`src/rtl/pulse_sched_if.sv`:
```
// Handshake bundle for the shared pulse scheduler.
// master: requester side; slave: scheduler side.
//
// Ports (slave view):
//   REQ   in  N_REQ        per-requester level request
//   DELAY in  N_REQ*CNT_W  packed start delays, field i at [i*CNT_W +: CNT_W]
//   WIDTH in  N_REQ*CNT_W  packed pulse widths, same packing
//   ABORT in  1            synchronous abort of the pulse in progress
//   GNT   out N_REQ        one-hot grant
//   DONE  out N_REQ        one-cycle completion strobe
//   PULSE out 1            shared pulse output
//   BUSY  out 1            scheduler not idle
interface pulse_sched_if #(
    parameter int N_REQ = 2,
    parameter int CNT_W = 16
) ();
    logic [N_REQ-1:0]       REQ;
    logic [N_REQ*CNT_W-1:0] DELAY;
    logic [N_REQ*CNT_W-1:0] WIDTH;
    logic                   ABORT;
    logic [N_REQ-1:0]       GNT;
    logic [N_REQ-1:0]       DONE;
    logic                   PULSE;
    logic                   BUSY;

    modport master (
        output REQ, DELAY, WIDTH, ABORT,
        input  GNT, DONE, PULSE, BUSY
    );

    modport slave (
        input  REQ, DELAY, WIDTH, ABORT,
        output GNT, DONE, PULSE, BUSY
    );
endinterface

```
`src/rtl/pulse_sched.sv`:
```
// Round-robin scheduler sharing one pulse generator between N_REQ requesters.
// Latches the winner's delay/width, times both phases, then strobes DONE.
//
// Ports:
//   CLK    in  fabric clock, rising edge
//   RESETN in  asynchronous active-low reset
//   bus    pulse_sched_if.slave (REQ/DELAY/WIDTH/ABORT in, GNT/DONE/PULSE/BUSY out)
module pulse_sched #(
    parameter int N_REQ = 2,
    parameter int CNT_W = 16
) (
    input  logic          CLK,
    input  logic          RESETN,
    pulse_sched_if.slave  bus
);
    localparam int PW = (N_REQ > 1) ? $clog2(N_REQ) : 1;

    typedef enum logic [1:0] {
        IDLE,
        DLY,
        HIGH,
        FIN
    } state_t;

    state_t               state;
    logic [CNT_W-1:0]     cnt;
    logic [CNT_W-1:0]     wid_q;
    logic [PW-1:0]        ptr;
    logic [PW-1:0]        win_q;
    logic [N_REQ-1:0]     gnt_q;
    logic [N_REQ-1:0]     done_q;
    logic                 pulse_q;
    logic                 busy_q;

    logic [PW-1:0]        win;
    logic                 any_req;
    logic [CNT_W-1:0]     dly_sel;
    logic [CNT_W-1:0]     wid_sel;
    logic [CNT_W-1:0]     wid_eff;
    logic [PW-1:0]        nxt_ptr;

    // First requester at or above ptr, wrapping modulo N_REQ.
    always_comb begin
        int j;
        j       = 0;
        win     = '0;
        any_req = 1'b0;
        for (int i = 0; i < N_REQ; i++) begin
            j = int'(ptr) + i;
            if (j >= N_REQ) j = j - N_REQ;
            if (!any_req && bus.REQ[j]) begin
                any_req = 1'b1;
                win     = PW'(j);
            end
        end
    end

    assign dly_sel = bus.DELAY[int'(win)*CNT_W +: CNT_W];
    assign wid_sel = bus.WIDTH[int'(win)*CNT_W +: CNT_W];
    // A zero width still produces a one-cycle pulse.
    assign wid_eff = (wid_sel == '0) ? {{(CNT_W-1){1'b0}}, 1'b1} : wid_sel;
    // Served requester drops to lowest priority.
    assign nxt_ptr = (win_q == PW'(N_REQ-1)) ? '0 : win_q + 1'b1;

    // Counters are loaded with (length-1) so all-ones lengths never wrap.
    always_ff @(posedge CLK or negedge RESETN) begin
        if (!RESETN) begin
            state   <= IDLE;
            cnt     <= '0;
            wid_q   <= '0;
            ptr     <= '0;
            win_q   <= '0;
            gnt_q   <= '0;
            done_q  <= '0;
            pulse_q <= 1'b0;
            busy_q  <= 1'b0;
        end else begin
            done_q <= '0;
            unique case (state)
                IDLE: begin
                    if (any_req) begin
                        gnt_q  <= {{(N_REQ-1){1'b0}}, 1'b1} << win;
                        win_q  <= win;
                        wid_q  <= wid_eff;
                        busy_q <= 1'b1;
                        if (dly_sel == '0) begin
                            state   <= HIGH;
                            pulse_q <= 1'b1;
                            cnt     <= wid_eff - 1'b1;
                        end else begin
                            state <= DLY;
                            cnt   <= dly_sel - 1'b1;
                        end
                    end
                end
                DLY: begin
                    if (bus.ABORT) begin
                        state   <= IDLE;
                        gnt_q   <= '0;
                        pulse_q <= 1'b0;
                        busy_q  <= 1'b0;
                        cnt     <= '0;
                        ptr     <= nxt_ptr;
                    end else if (cnt == '0) begin
                        state   <= HIGH;
                        pulse_q <= 1'b1;
                        cnt     <= wid_q - 1'b1;
                    end else begin
                        cnt <= cnt - 1'b1;
                    end
                end
                HIGH: begin
                    if (bus.ABORT) begin
                        state   <= IDLE;
                        gnt_q   <= '0;
                        pulse_q <= 1'b0;
                        busy_q  <= 1'b0;
                        cnt     <= '0;
                        ptr     <= nxt_ptr;
                    end else if (cnt == '0) begin
                        state   <= FIN;
                        pulse_q <= 1'b0;
                        gnt_q   <= '0;
                        done_q  <= gnt_q;
                    end else begin
                        cnt <= cnt - 1'b1;
                    end
                end
                FIN: begin
                    state  <= IDLE;
                    busy_q <= 1'b0;
                    ptr    <= nxt_ptr;
                end
            endcase
        end
    end

    assign bus.GNT   = gnt_q;
    assign bus.DONE  = done_q;
    assign bus.PULSE = pulse_q;
    assign bus.BUSY  = busy_q;
endmodule
```
`src/flat_wrapper.sv`:
```
// flat-port wrapper written by rule: the top's interface ports become plain ports
module pulse_sched_flat 
#(
    parameter int N_REQ = 2,
    parameter int CNT_W = 16
)
  (CLK, RESETN, bus_REQ, bus_DELAY, bus_WIDTH, bus_ABORT, bus_GNT, bus_DONE, bus_PULSE, bus_BUSY);
  pulse_sched_if #(.N_REQ(N_REQ), .CNT_W(CNT_W)) bus_i ();
  input  logic CLK;
  input  logic RESETN;
  input wire logic [$bits(bus_i.REQ)-1:0] bus_REQ;
  input wire logic [$bits(bus_i.DELAY)-1:0] bus_DELAY;
  input wire logic [$bits(bus_i.WIDTH)-1:0] bus_WIDTH;
  input wire logic [$bits(bus_i.ABORT)-1:0] bus_ABORT;
  output wire logic [$bits(bus_i.GNT)-1:0] bus_GNT;
  output wire logic [$bits(bus_i.DONE)-1:0] bus_DONE;
  output wire logic [$bits(bus_i.PULSE)-1:0] bus_PULSE;
  output wire logic [$bits(bus_i.BUSY)-1:0] bus_BUSY;
  assign bus_i.REQ = bus_REQ;
  assign bus_i.DELAY = bus_DELAY;
  assign bus_i.WIDTH = bus_WIDTH;
  assign bus_i.ABORT = bus_ABORT;
  assign bus_GNT = bus_i.GNT;
  assign bus_DONE = bus_i.DONE;
  assign bus_PULSE = bus_i.PULSE;
  assign bus_BUSY = bus_i.BUSY;
  pulse_sched #(.N_REQ(N_REQ), .CNT_W(CNT_W)) u_core (.CLK(CLK), .RESETN(RESETN), .bus(bus_i));
endmodule
```
`config.mk`:
```
export PLATFORM = sky130hd
export DESIGN_NAME = pulse_sched_flat
export DESIGN_NICKNAME = d
export VERILOG_FILES = /design/src/rtl/pulse_sched_if.sv /design/src/rtl/pulse_sched.sv /design/src/flat_wrapper.sv
export SDC_FILE = /design/constraint.sdc
export NUM_CORES = 1
export LEC_CHECK = 0
export ABC_AREA = 1
export CAP_MARGIN = 10
export CORE_AREA = 3 3 94 87
export DETAILED_ROUTE_END_ITERATION = 6
export DIE_AREA = 0 0 97 90
export GPL_ROUTABILITY_DRIVEN = 0
export HOLD_SLACK_MARGIN = 0.03
export PLACE_DENSITY = 0.82
export REMOVE_ABC_BUFFERS = 1
export SYNTH_ARGS = -nofsm -noshare
export SYNTH_HDL_FRONTEND = slang
export SYNTH_SLANG_ARGS = --single-unit
```
`constraint.sdc`:
```
create_clock -name CLK -period 6.7 [get_ports CLK]
set_clock_uncertainty 0.05 [all_clocks]
set_input_delay 0.67 -clock CLK [delete_from_list [all_inputs] [get_ports CLK]]
set_output_delay 0.67 -clock CLK [all_outputs]
set_load 0.005 [all_outputs]
```
## Word-level counts from Yosys, hierarchy flattened

Cells that the tools add are included.

| operators by class | value |
|---|---|
| shifts and indexed selects | 3 |
| $add $sub $neg | 8 |
| muxes and demuxes | 48 |
| $lt $le $gt $ge | 4 |
| reductions and logical operators | 16 |
| equality and inequality tests | 10 |

Operator list:

| operator | count |
|---|---|
| two-way mux 16 bit | 7 |
| less-than comparator 32 x 3 -> 1 bit, second input constant | 2 |
| two-way mux 32 bit | 2 |
| indexed part select 32 x 6 -> 16 bit | 2 |
| subtractor 16 x 1 -> 16 bit, second input constant | 4 |
| logical NOT 16 bit | 3 |
| case mux 16 bit (3 select lines) | 1 |
| >= comparator 32 x 3 -> 1 bit, second input constant | 1 |
| subtractor 32 x 3 -> 32 bit, second input constant | 1 |
| two-way mux 2 bit | 13 |
| two-way mux 1 bit | 20 |
| case mux 2 bit (4 select lines) | 1 |
| inequality test 2 x 1 -> 1 bit, second input constant | 3 |
| inequality test 3 x 2 -> 1 bit, second input constant | 2 |
| case mux 1 bit (3 select lines) | 2 |
| case mux 2 bit (3 select lines) | 1 |
| AND reduction 2 bit | 3 |
| AND reduction 3 bit | 2 |
| AND reduction 5 bit | 1 |
| == test 2 bit, second input constant | 2 |
| AND reduction 4 bit | 1 |
| inequality test 3 bit, second input constant | 1 |
| nonzero test 3 bit | 1 |
| subtractor 1 x 2 -> 3 bit, second input constant | 1 |
| other kinds (12) | 12 |

| word-level totals | value |
|---|---|
| word-level logic and storage cells | 98 |
| output and inout port bits | 6 |
| input bits | 69 |
| flip-flop bits (word level) | 42 |

## Longest topological paths before layout

Gate-level depths: netlist of run 1.

| logic depth | value |
|---|---|
| word-level depth | 16 |
| gate-level depth with buffers | 23 |

## Least setup slack after synthesis of run 1

No wires, ideal clock.

| timing | value |
|---|---|
| path kind | input port to flip-flop |
| from | in bus_REQ[0] |
| to | reg u_core.cnt[10] |
| cell stages on the path | 20 |
| setup slack | 3918 ps |
| setup time | 116 ps |
| arrival | 2615 ps |
| path buffers | 1 |
| required time | 6534 ps |
| cell sequence | nand2_2 nand2_2 buf_6 nand2_1 nand2_1 nor2_1 nand2_2 nor2_8 nand2_4 clkinv_1 nand3_2 nand2_2 ha_1 inv_1 nor3_2 nand2_1 o21ai_1 nand3_1 nand2_1 nand2_1 |

| on the way | value |
|---|---|
| word-level cells in the longest chain between the ends | 14 |
| elaborated cells on any way between the ends | 24 |
| classes of those cells | add/sub (2); eq/ne (1); shift (2); mux (14); reduce/logical (5) |

RTL lines:

| element | RTL line | source |
|---|---|---|
| start: declaration | flat_wrapper.sv:11 | `input wire logic [$bits(bus_i.REQ)-1:0] bus_REQ;` |
| two-way mux 1 bit (not written as such) (3 in a row) | pulse_sched.sv:51 | `if (!any_req && bus.REQ[j]) begin` |
| two-way mux 1 bit | pulse_sched.sv:51 |  |
| logical NOT 1 bit | pulse_sched.sv:51 |  |
| logical AND 1 bit | pulse_sched.sv:51 |  |
| two-way mux 1 bit | pulse_sched.sv:51 |  |
| indexed part select 32 x 6 -> 16 bit | pulse_sched.sv:59 | `assign wid_sel = bus.WIDTH[int'(win)*CNT_W +: CNT_W];` |
| logical NOT 16 bit | pulse_sched.sv:61 | `assign wid_eff = (wid_sel == '0) ? {{(CNT_W-1){1'b0}}, 1'b1} : wid_sel;` |
| two-way mux 16 bit | pulse_sched.sv:61 |  |
| subtractor 16 x 1 -> 16 bit | pulse_sched.sv:89 | `cnt <= wid_eff - 1'b1;` |
| two-way mux 16 bit | pulse_sched.sv:86 | `if (dly_sel == '0) begin` |
| two-way mux 16 bit | pulse_sched.sv:81 | `if (any_req) begin` |
| case mux 16 bit (3 select lines) | pulse_sched.sv:79 | `unique case (state)` |
| end signal: assignment | pulse_sched.sv:89 |  |
| end signal: assignment | pulse_sched.sv:92 | `cnt <= dly_sel - 1'b1;` |
| end signal: assignment | pulse_sched.sv:107 | `cnt <= wid_q - 1'b1;` |
| end: declaration | pulse_sched.sv:26 | `logic [CNT_W-1:0] cnt;` |

Several ways; a longest one is shown, not always the timed one. The select of a mux whose other input is x is not followed.
A chain may end at the register's enable or synchronous reset.

## Worst setup path after layout of run 1

| timing | value |
|---|---|
| from | in bus_REQ[1] |
| to | reg u_core.cnt[10] |

Same word-level chain as after synthesis.

==> metrics, run 1 <==
post-place instance area roughly 0.0047 sq mm; Clock Path Buffers 2; Slew @ Worst Pin about 1000 ps; P_leak between 0.002 and 0.0025 uW; CTS tree built; setup bufs post-CTS 0; Fmax 247 MHz; ys async rst share 1.00; clock-pin slew on the worst setup and hold paths roughly 90 ps; HPWL after DPL 9030 um; met2 Use GR 0.429; pwr/cell area 365 mW/mm^2; largest net degree at the start of global routing 43; endpoints failing setup 0; number of max-slew violations in the final report 0; CP required a little under 7000 ps; GRT Total Usage 0.266; min-delay worst type reg -> reg; number of global-route vias before repair 4113; most common cell after layout, fill and taps aside nand2_1; Cell Rows 29; placed cell count 790; CTS Buf Count 5; Die Wd 97 um; CP bufs+invs 3; layer with the highest usage met2; RSZ-0062 raised after global routing false; Ports 75; DR WL/cell ~15 um; status complete, no violations; synthesized area 0.00398 sq mm; first-pass GRT wire length around 20000 um; I/O Buffers 74; Syn Area/Cell just over 6 sq um; Reg2Reg Setup Slack between 3000 and 4000 ps; diode count 0; Layout Cells excl Fill 798; Tmin final 4040 ps; sequential share of the synthesized area 0.264; met1 global-route usage 0.374; DR pass1 iterations 5; Residual DRC 0; peak supply drop between 0.00015 and 0.0002 V; drt total wl about 12000 um; post-layout net count 781; Yosys warnings 0; critical path's top delay family simple AND/OR/NAND/NOR gates; total power approximately 1800 uW; most frequent cells in the layout nand2_1 (194), nor2_1 (77), inv_1 (74); CTS Root Cell clkbuf_8; Layout area overhead 21.5%; Startpoint Class input port; Overflow after GRT 0; Final Hold Vio Count 0; vias per cell 5.54; Critical Path Slowest Stage Cell clkdlybuf4s50_1; Hold-fix buffers, CTS 0; filler instances about 630; slowest stage delay, CP between 700 and 800 ps; die height around 90 um; H-tree Lvls 2; final worst-path cycle share 0.604; Setup crit end kind flip-flop; Clock Latency Late Sink 310 ps; DR vias around 4400; WS Path Type in -> reg; initial antenna violation count 0; setup tns final 0 ps; most frequent CP cell nand2_1; Post-synth top flop dfrtp_1; worst path cell trace clkdlybuf4s50_1 -> nand2_2 -> nand2_1 -> nand2_1 -> nor2_1 -> nand2_2 -> nor2_8 -> nand2_4 -> clkinv_1 -> nand3_2 -> nand2_2 -> ha_1 -> inv_1 -> nor3_2 -> nand2_1 -> o21ai_1 -> nand3_1 -> nand2_1 -> nand2_1; DIE AREA 0.00873 sq mm; CTS sink cnt 42; M3 GR Usage 0.0395; Max-slew headroom 0.347; number of enable flip-flop cells after synthesis 0; max_cap viols 0; #FFs+latches synth 42; share of cells above drive strength 1 0.0638; final instance area a little under 0.005 sq mm; critical path peak fanout 40; post-route ant nets 0; Resized Gates After CTS 0; Worst EP arrival 4180 ps; Synth cell types 41; Core Area between 0.007 and 0.008 sq mm; Starting Density 0.556; Post-Synthesis Cells ~640; DRT iter0 DRCs 420
-- through the flow --
step	utilization	hold slack, ps	setup WS (ps)
after floorplan	-	324	3520
after global placement	0.660	413	2540
after detailed placement	0.660	423	2380
after CTS	0.676	452	2690
after global routing	0.676	480	2280
final	0.676	441	2660
-- logic make-up (layout without fill, tap and decap cells) --
kind of cell    count (synthesis)  after routing  share of synthesized area
simple gates                  363            363                      0.407
flops                          42             42                      0.264
fa+ha+maj                       8              8                     0.0252
buf+inv                        98            162                      0.104
xor+xnor                       19             19                     0.0418
compound gates                111            111                      0.157
-- final timing paths --
kind                       depth (start not counted)                            to                      from
setup / recovery                                  19    u_core.cnt[10]$_DFFE_PN0P_                bus_REQ[1]
hold reg to reg                                    1        u_core.ptr$_DFFE_PN0P_  u_core.win_q$_DFFE_PN0P_
setup reg to reg                                  20    u_core.cnt[10]$_DFFE_PN0P_    u_core.ptr$_DFFE_PN0P_
min in group asynchronous                          1   u_core.state[0]$_DFFE_PN0P_                    RESETN
max in group asynchronous                          1  u_core.wid_q[15]$_DFFE_PN0P_                    RESETN
hold / removal                                     1        u_core.ptr$_DFFE_PN0P_  u_core.win_q$_DFFE_PN0P_
-- per-layer routing --
layer / wire [um] / share of wire
met2: 5230 / 0.45
met3: 960 / 0.082
met1: 5230 / 0.45
met5: 0 / 0
met4: 218 / 0.019
-- worst register-to-register path: stages (launching register included) --
cell and delay (ps):
dfrtp_1 380, inv_2 50, nand2_2 190, nand2_2 430, nand2_1 200, nand2_1 130
nor2_1 130, nand2_2 100, nor2_8 240, nand2_4 110, clkinv_1 80, nand3_2 60
nand2_2 110, ha_1 180, inv_1 80, nor3_2 350, nand2_1 130, o21ai_1 130
nand3_1 80, nand2_1 70, nand2_1 40
-- layout make-up --
| cell class | instances | area [sq um] | share of cell area |
|---|---|---|---|
| multi-input combinational | 501 | 2510 | 0.520 |
| sequential | 42 | 1050 | 0.217 |
| timing repair buffer | 75 | 743 | 0.154 |
| inverter | 79 | 297 | 0.0614 |
| tap | 93 | 116 | 0.0241 |
| clock buffer | 5 | 68.8 | 0.0142 |
| clock inverter | 3 | 45.0 | 0.00932 |
-- power breakdown --
group	leakage [uW]	switching, uW	internal [uW]
sequential	0.000519	115	376
combinational	0.00181	695	367
clock	0.0000504	98.5	111
total	0.00238	908	854
-- sequential cells by signal (all words and copies together) (netlist names) --
name	count
u_core.bus.PULSE	1
u_core.bus.GNT	2
u_core.bus.BUSY	1
u_core.cnt	16
u_core.bus.DONE	2
u_core.state	2
u_core.ptr	1
u_core.wid_q	16
u_core.win_q	1
-- cell usage after synthesis, types with 8 or more instances --
cell / instances / area, sq um
nand2_2: 13 / 81.3
xnor2_1: 8 / 70.1
nand3_1: 41 / 205
o21ai_0: 50 / 250
a21oi_1: 36 / 180
nand2_1: 194 / 728
inv_1: 74 / 278
clkbuf_1: 8 / 30.0
ha_1: 8 / 100
nor2_1: 77 / 289
xor2_1: 11 / 96.3
dfrtp_1: 42 / 1050
(Power assumes the default switching activity.)
==> inputs of run 2 (changes only) <==
- CORE_AREA: 3 3 94 87 -> 3 3 95 88
- DIE_AREA: 0 0 97 90 -> 0 0 98 91
- PLACE_DENSITY: 0.82 -> 0.81
- clock period: 6.7 -> 4.2 ns (I/O delays scaled with it)
==> run 2 against run 1 <==
  * Non-clock buffer count grew 4
  * Highest routed layer unchanged
  * Utilization shrank 2.7 points
  * Sequential cell count is the same
==> metrics, run 2 (synthesis gave the netlist of run 1 again) <==
most common cell after layout, fill and taps aside nand2_1; diode count 0 (unchanged); Ports 75 (unchanged); GRT Total Usage 0.259 (-0.00698); clock-pin slew on the worst setup and hold paths 90 ps (about the same); RSZ-0062 raised after global routing false; Clock Latency Late Sink 300 ps (about the same); Die Wd 98 um (+1.0%); Net Sw Power 1440 uW (+58%); min-delay worst type in -> async; CP required 4350 ps (-2490 ps); final worst-path cycle share 0.848; Core Area 0.00747 sq mm (+4.5%); CTS tree built; share of cells above drive strength 1 0.0691 (+0.00528); DR vias 4457 (+0.86%); Startpoint Class input port; first-pass GRT wire length 19400 um (-1.4%); Starting Density 0.532 (-0.0240); Final Hold Vio Count 0 (unchanged); I/O Buffers 74 (unchanged); setup tns final 0 ps (unchanged); switch share 0.521 (+0.00518); DIE AREA 0.00892 sq mm (+2.2%); peak supply drop 0.000262 V (+61%); Fmax 281 MHz; combinational power share 0.610 (+0.007); pwr/cell area 570 mW/mm^2 (+56%); setup bufs post-CTS 0 (unchanged); DR pass1 iterations 5 (unchanged); CTS Root Cell clkbuf_8; Max-slew headroom 0.357 (+0.0101); post-layout net count 785 (+0.51%); endpoints failing setup 0 (unchanged); number of max-slew violations in the final report 0 (unchanged); filler instances 662 (+4.7%); initial antenna violation count 0 (unchanged); post-route ant nets 0 (unchanged); max_cap viols 0 (unchanged); Worst EP arrival 3710 ps (-470 ps); Largest regs u_core.cnt x16, u_core.wid_q x16; most frequent cells in the layout nand2_1 (194), nor2_1 (77), inv_1 (74); Residual DRC 0 (unchanged); DR WL/cell 14.4 um (-1.3%); Clock Path Buffers 2 (unchanged); P_int 1330 uW (+55%); P_leak 0.00240 uW (+0.73%); HPWL after DPL 9230 um (+2.2%); WS Path Type in -> reg; sequential fraction of design power 0.284 (+0.005); total power 2760 uW (+57%); Layout area overhead 22.0%; critical path peak fanout 34 (-15%); CTS Buf Count 5 (unchanged); die height 91 um (+1.1%); largest net degree at the start of global routing 43 (unchanged); Slew @ Worst Pin 965 ps (-15.2 ps); Tmin final ~3600 ps; vias per cell 5.54 (about the same); H-tree Lvls 2 (unchanged); Overflow after GRT 0 (unchanged); DRT iter0 DRCs 301 (-28%); Reg2Reg Setup Slack 790 ps (-2460 ps); Clock power frac 0.105 (-0.014); drt total wl 11600 um (-0.39%); CTS sink cnt 42 (unchanged); Resized Gates After CTS 0 (unchanged); status complete, no violations; Hold-fix buffers, CTS 0 (unchanged); Setup crit end kind flip-flop; Cell Rows 30 (+3.4%); number of global-route vias before repair 4216 (+2.5%)
[run 2: cell types whose count changed in the layout (fill, tap and decap cells not counted)]
cell        before  now
buf_4            1    5
bufinv_16        1    0
inv_6            0    1
clkinvlp_4       2    1
clkbuf_8         5    6
[run 2: path summary, 6_finish.rpt]
check                                                    end  cells after the start                 startpoint
worst min-delay path             u_core.state[0]$_DFFE_PN0P_                      1                     RESETN
min in group CLK                      u_core.ptr$_DFFE_PN0P_                      1   u_core.win_q$_DFFE_PN0P_
worst min register to register        u_core.ptr$_DFFE_PN0P_                      1   u_core.win_q$_DFFE_PN0P_
worst max register to register     u_core.cnt[7]$_DFFE_PN0P_                     14  u_core.cnt[0]$_DFFE_PN0P_
max in group asynchronous       u_core.wid_q[14]$_DFFE_PN0P_                      1                     RESETN
worst max-delay path              u_core.cnt[10]$_DFFE_PN0P_                     20                 bus_REQ[0]
[run 2: critical path: stages]
cell and delay, ps:
clkdlybuf4s50_1 530, nand2_2 190, nand2_2 470, buf_4 250
nand2_1 50, nand2_1 140, nor2_1 70, nand2_1 120
nor2_1 60, nand2_1 100, nand3_2 80, nand2_2 120
ha_1 190, inv_1 70, nor3_2 360, nand2_1 130
o21ai_1 150, nand3_1 90, nand2_1 70, nand2_1 40
[run 2: power groups by stage]
stage | Combinational, uW | Sequential, uW | Clock, uW
floorplan | 1160 | 737 | 0
global placement | 1610 | 777 | 0
detailed placement | 1640 | 787 | 0
CTS | 1650 | 779 | 291
global route | 1890 | 809 | 309
finish | 1690 | 786 | 291
[run 2: area by class of cell]
| cell class | count | area [sq um] | area share |
|---|---|---|---|
| inverters | 79 | 297 | 0.0611 |
| clock buffers | 6 | 82.6 | 0.0170 |
| repair buffers | 79 | 773 | 0.159 |
| well taps | 96 | 120 | 0.0248 |
| flip-flops and latches | 42 | 1050 | 0.217 |
| multi-input cells | 501 | 2510 | 0.518 |
| clock inverters | 2 | 16.3 | 0.00335 |
[run 2: per-stage QoR]
step	cell area, sq um	instances	worst slack, ps	util	hold WS (ps)
after floorplan	3860	622	1270	-	74.4
after global placement	4750	797	523	0.636	414
after detailed placement	4750	797	365	0.636	432
after CTS	4850	805	667	0.650	234
after global routing	4850	805	256	0.650	295
final	4850	805	638	0.650	201
[run 2: per-layer routing]
| metal | track usage | vias to the layer above | share of wire |
|---|---|---|---|
| li1 | - | 2193 | - |
| met1 | 0.351 | 1989 | 0.43 |
| met2 | 0.420 | 243 | 0.46 |
| met3 | 0.0346 | 32 | 0.086 |
| met4 | 0.0992 | 0 | 0.025 |
| met5 | 0 | - | 0 |
==> inputs of run 3 (changes only) <==
- clock period: 4.2 -> 3.37 ns (I/O delays scaled with it)
==> run 3 against run 2 <==
  * Via count about the same
  * Largest power group unchanged
  * Sequential cell count unchanged
  * Clock power increased by 71%
  * Utilization rose by 1.8 points
  * Highest routed layer unchanged
==> metrics, run 3 (synthesis gave the netlist of run 1 again) <==
area occupied by multi-input gates 0.00252 sq mm (+0.20%); die height 91 um (unchanged); CTS sink cnt 42 (unchanged); Tmin final 3010 ps; Clock power frac 0.136 (+0.031); post-layout net count 795 (+1.3%); number of max-slew violations in the final report 0 (unchanged); Overflow after GRT 0 (unchanged); Largest regs u_core.cnt x16, u_core.wid_q x16; sequential fraction of design power 0.271 (-0.013); RSZ-0062 raised after global routing false; Setup crit end kind flip-flop; post-place setup slack -34.8 ps (-399 ps); filler instances 651 (-1.7%); post-route ant nets 0 (unchanged); Ports 75 (unchanged); Fmax 333 MHz; Die Wd 98 um (unchanged); share of cells above drive strength 1 0.0821 (+0.0129); Clock Path Buffers 2 (unchanged); Net Sw Power 1810 uW (+26%); drt total wl 11600 um (-0.20%); Cell Rows 30 (unchanged); P_int 1830 uW (+38%); DR pass1 iterations 7 (+2); slowest stage delay, CP 530 ps (about the same); Setup WS post-layout 364 ps (-274 ps); H-tree Lvls 2 (unchanged); DR vias 4454 (-0.067%); Starting Density 0.532 (unchanged); Core Area 0.00747 sq mm (unchanged); Storage cell area 0.00105 sq mm (unchanged); GRT Total Usage 0.264 (+0.00514); DRT iter0 DRCs 324 (+7.6%); CTS Buf Count 5 (unchanged); Core Util, Final 0.667 (+0.0176); Max-slew headroom 0.373 (+0.0160); HPWL after DPL 9270 um (+0.46%); Worst Reg-to-Reg Cells 19 (+5); critical path peak fanout 15 (-56%); vias per cell 5.47 (-1.3%); combinational power share 0.593 (-0.017); P_leak 0.00248 uW (+3.1%); Reg2Reg Setup Slack 460 ps (-330 ps); Critical Path Slowest Stage Cell clkdlybuf4s50_1; Residual DRC 0 (unchanged); most frequent cells in the layout nand2_1 (194), nor2_1 (77), inv_1 (74); CTS Root Cell clkbuf_8; max_cap viols 0 (unchanged); CTS tree built; setup bufs post-CTS 0 (unchanged); CP required 3530 ps (-820 ps); worst r2r src u_core.ptr$_DFFE_PN0P_; most frequent CP cell nand2_1; total power 3640 uW (+32%); most common cell after layout, fill and taps aside nand2_1; Clock Latency Late Sink 310 ps (about the same); final worst-path cycle share 0.892; setup tns final 0 ps (unchanged); endpoints failing setup 0 (unchanged); DIE AREA 0.00892 sq mm (unchanged); DR WL/cell 14.2 um (-1.4%); Final Hold Vio Count 0 (unchanged); WS Path Type in -> reg; Startpoint Class input port; largest net degree at the start of global routing 43 (unchanged); initial antenna violation count 0 (unchanged); peak supply drop 0.000345 V (+32%); min-delay worst type in -> async; switch share 0.498 (-0.0222); Layout area overhead 25.3%; clock-pin slew on the worst setup and hold paths 90 ps (about the same); I/O Buffers 74 (unchanged); Slew @ Worst Pin 941 ps (-24.0 ps); status complete, no violations; pwr/cell area 730 mW/mm^2 (+28%); reg2reg end u_core.cnt[10]$_DFFE_PN0P_; Worst EP arrival 3160 ps (-550 ps); first-pass GRT wire length 19600 um (+1.3%); worst path cell trace clkdlybuf4s50_1 -> nand2_2 -> buf_4 -> nand3_1 -> nand2_1 -> nor2_1 -> nand2_2 -> nor2_8 -> buf_4 -> nand3b_1 -> nand2_1 -> ha_1 -> inv_1 -> nor3_2 -> nand2_1 -> o21ai_1 -> nand3_1 -> nand2_1 -> nand2_1; number of global-route vias before repair 4238 (+0.52%); diode count 0 (unchanged)
[run 3: cell types whose count changed in the layout (fill, tap and decap cells not counted), sizes merged]
cell,change
buf,+10
bufinv,+2
clkbuf,-1
clkinv,+1
clkinvlp,-1
inv,-1
[run 3: cell type report]
| cell class | instances | area share |
|---|---|---|
| multi-input combinational | 501 | 0.505 |
| sequential | 42 | 0.211 |
| timing repair buffer | 89 | 0.173 |
| inverter | 79 | 0.0595 |
| tap | 96 | 0.0241 |
| clock buffer | 5 | 0.0138 |
| clock inverter | 3 | 0.0138 |
[run 3: per-layer routing]
metal,vias to the layer above,share of wire,wire (um),GRT usage
met4,0,0.022,252,0.0969
met5,-,0,0,0
met2,228,0.45,5180,0.428
met3,27,0.092,1070,0.0361
met1,1991,0.44,5080,0.360
li1,2208,-,-,-
[run 3: critical path, delay by kind of cell]
kind	cells	cell delay [ps]
buf+inv	4	1020
compound gates	1	140
simple gates	13	1450
fa+ha+maj	1	200
[run 3: how the worst max path moves through the flow]
stage	start	to	slack, ps	cells after the start
final	bus_REQ[0]	u_core.cnt[10]$_DFFE_PN0P_	360	19
after detailed placement	bus_REQ[0]	u_core.cnt[10]$_DFFE_PN0P_	-30	20
after floorplan	u_core.ptr$_DFFE_PN0P_	u_core.cnt[10]$_DFFE_PN0P_	480	20
after global placement	bus_REQ[0]	u_core.cnt[10]$_DFFE_PN0P_	120	20
after CTS	bus_REQ[0]	u_core.cnt[10]$_DFFE_PN0P_	280	20
after global routing	bus_REQ[0]	u_core.cnt[10]$_DFFE_PN0P_	130	19
[run 3: power groups by stage]
stage | Clock [uW] | Sequential, uW | Combinational [uW]
after floorplan | 0 | 918 | 1440
after global placement | 0 | 966 | 2050
after detailed placement | 0 | 984 | 2090
after CTS | 496 | 975 | 2110
after global routing | 521 | 1010 | 2410
final | 497 | 985 | 2160
[run 3: metrics by stage]
step	hold slack (ps)	area (sq um)	std cells
after CTS	159	4980	815
after global routing	192	4980	815
after floorplan	-8.59	3860	622
final	110	4980	815
after global placement	414	4840	807
after detailed placement	427	4840	807
[run 3: timing repair]
item,in CTS,in global routing
endpoints found under the setup margin,0,2
gates resized for setup,0,1
hold buffers,0,0
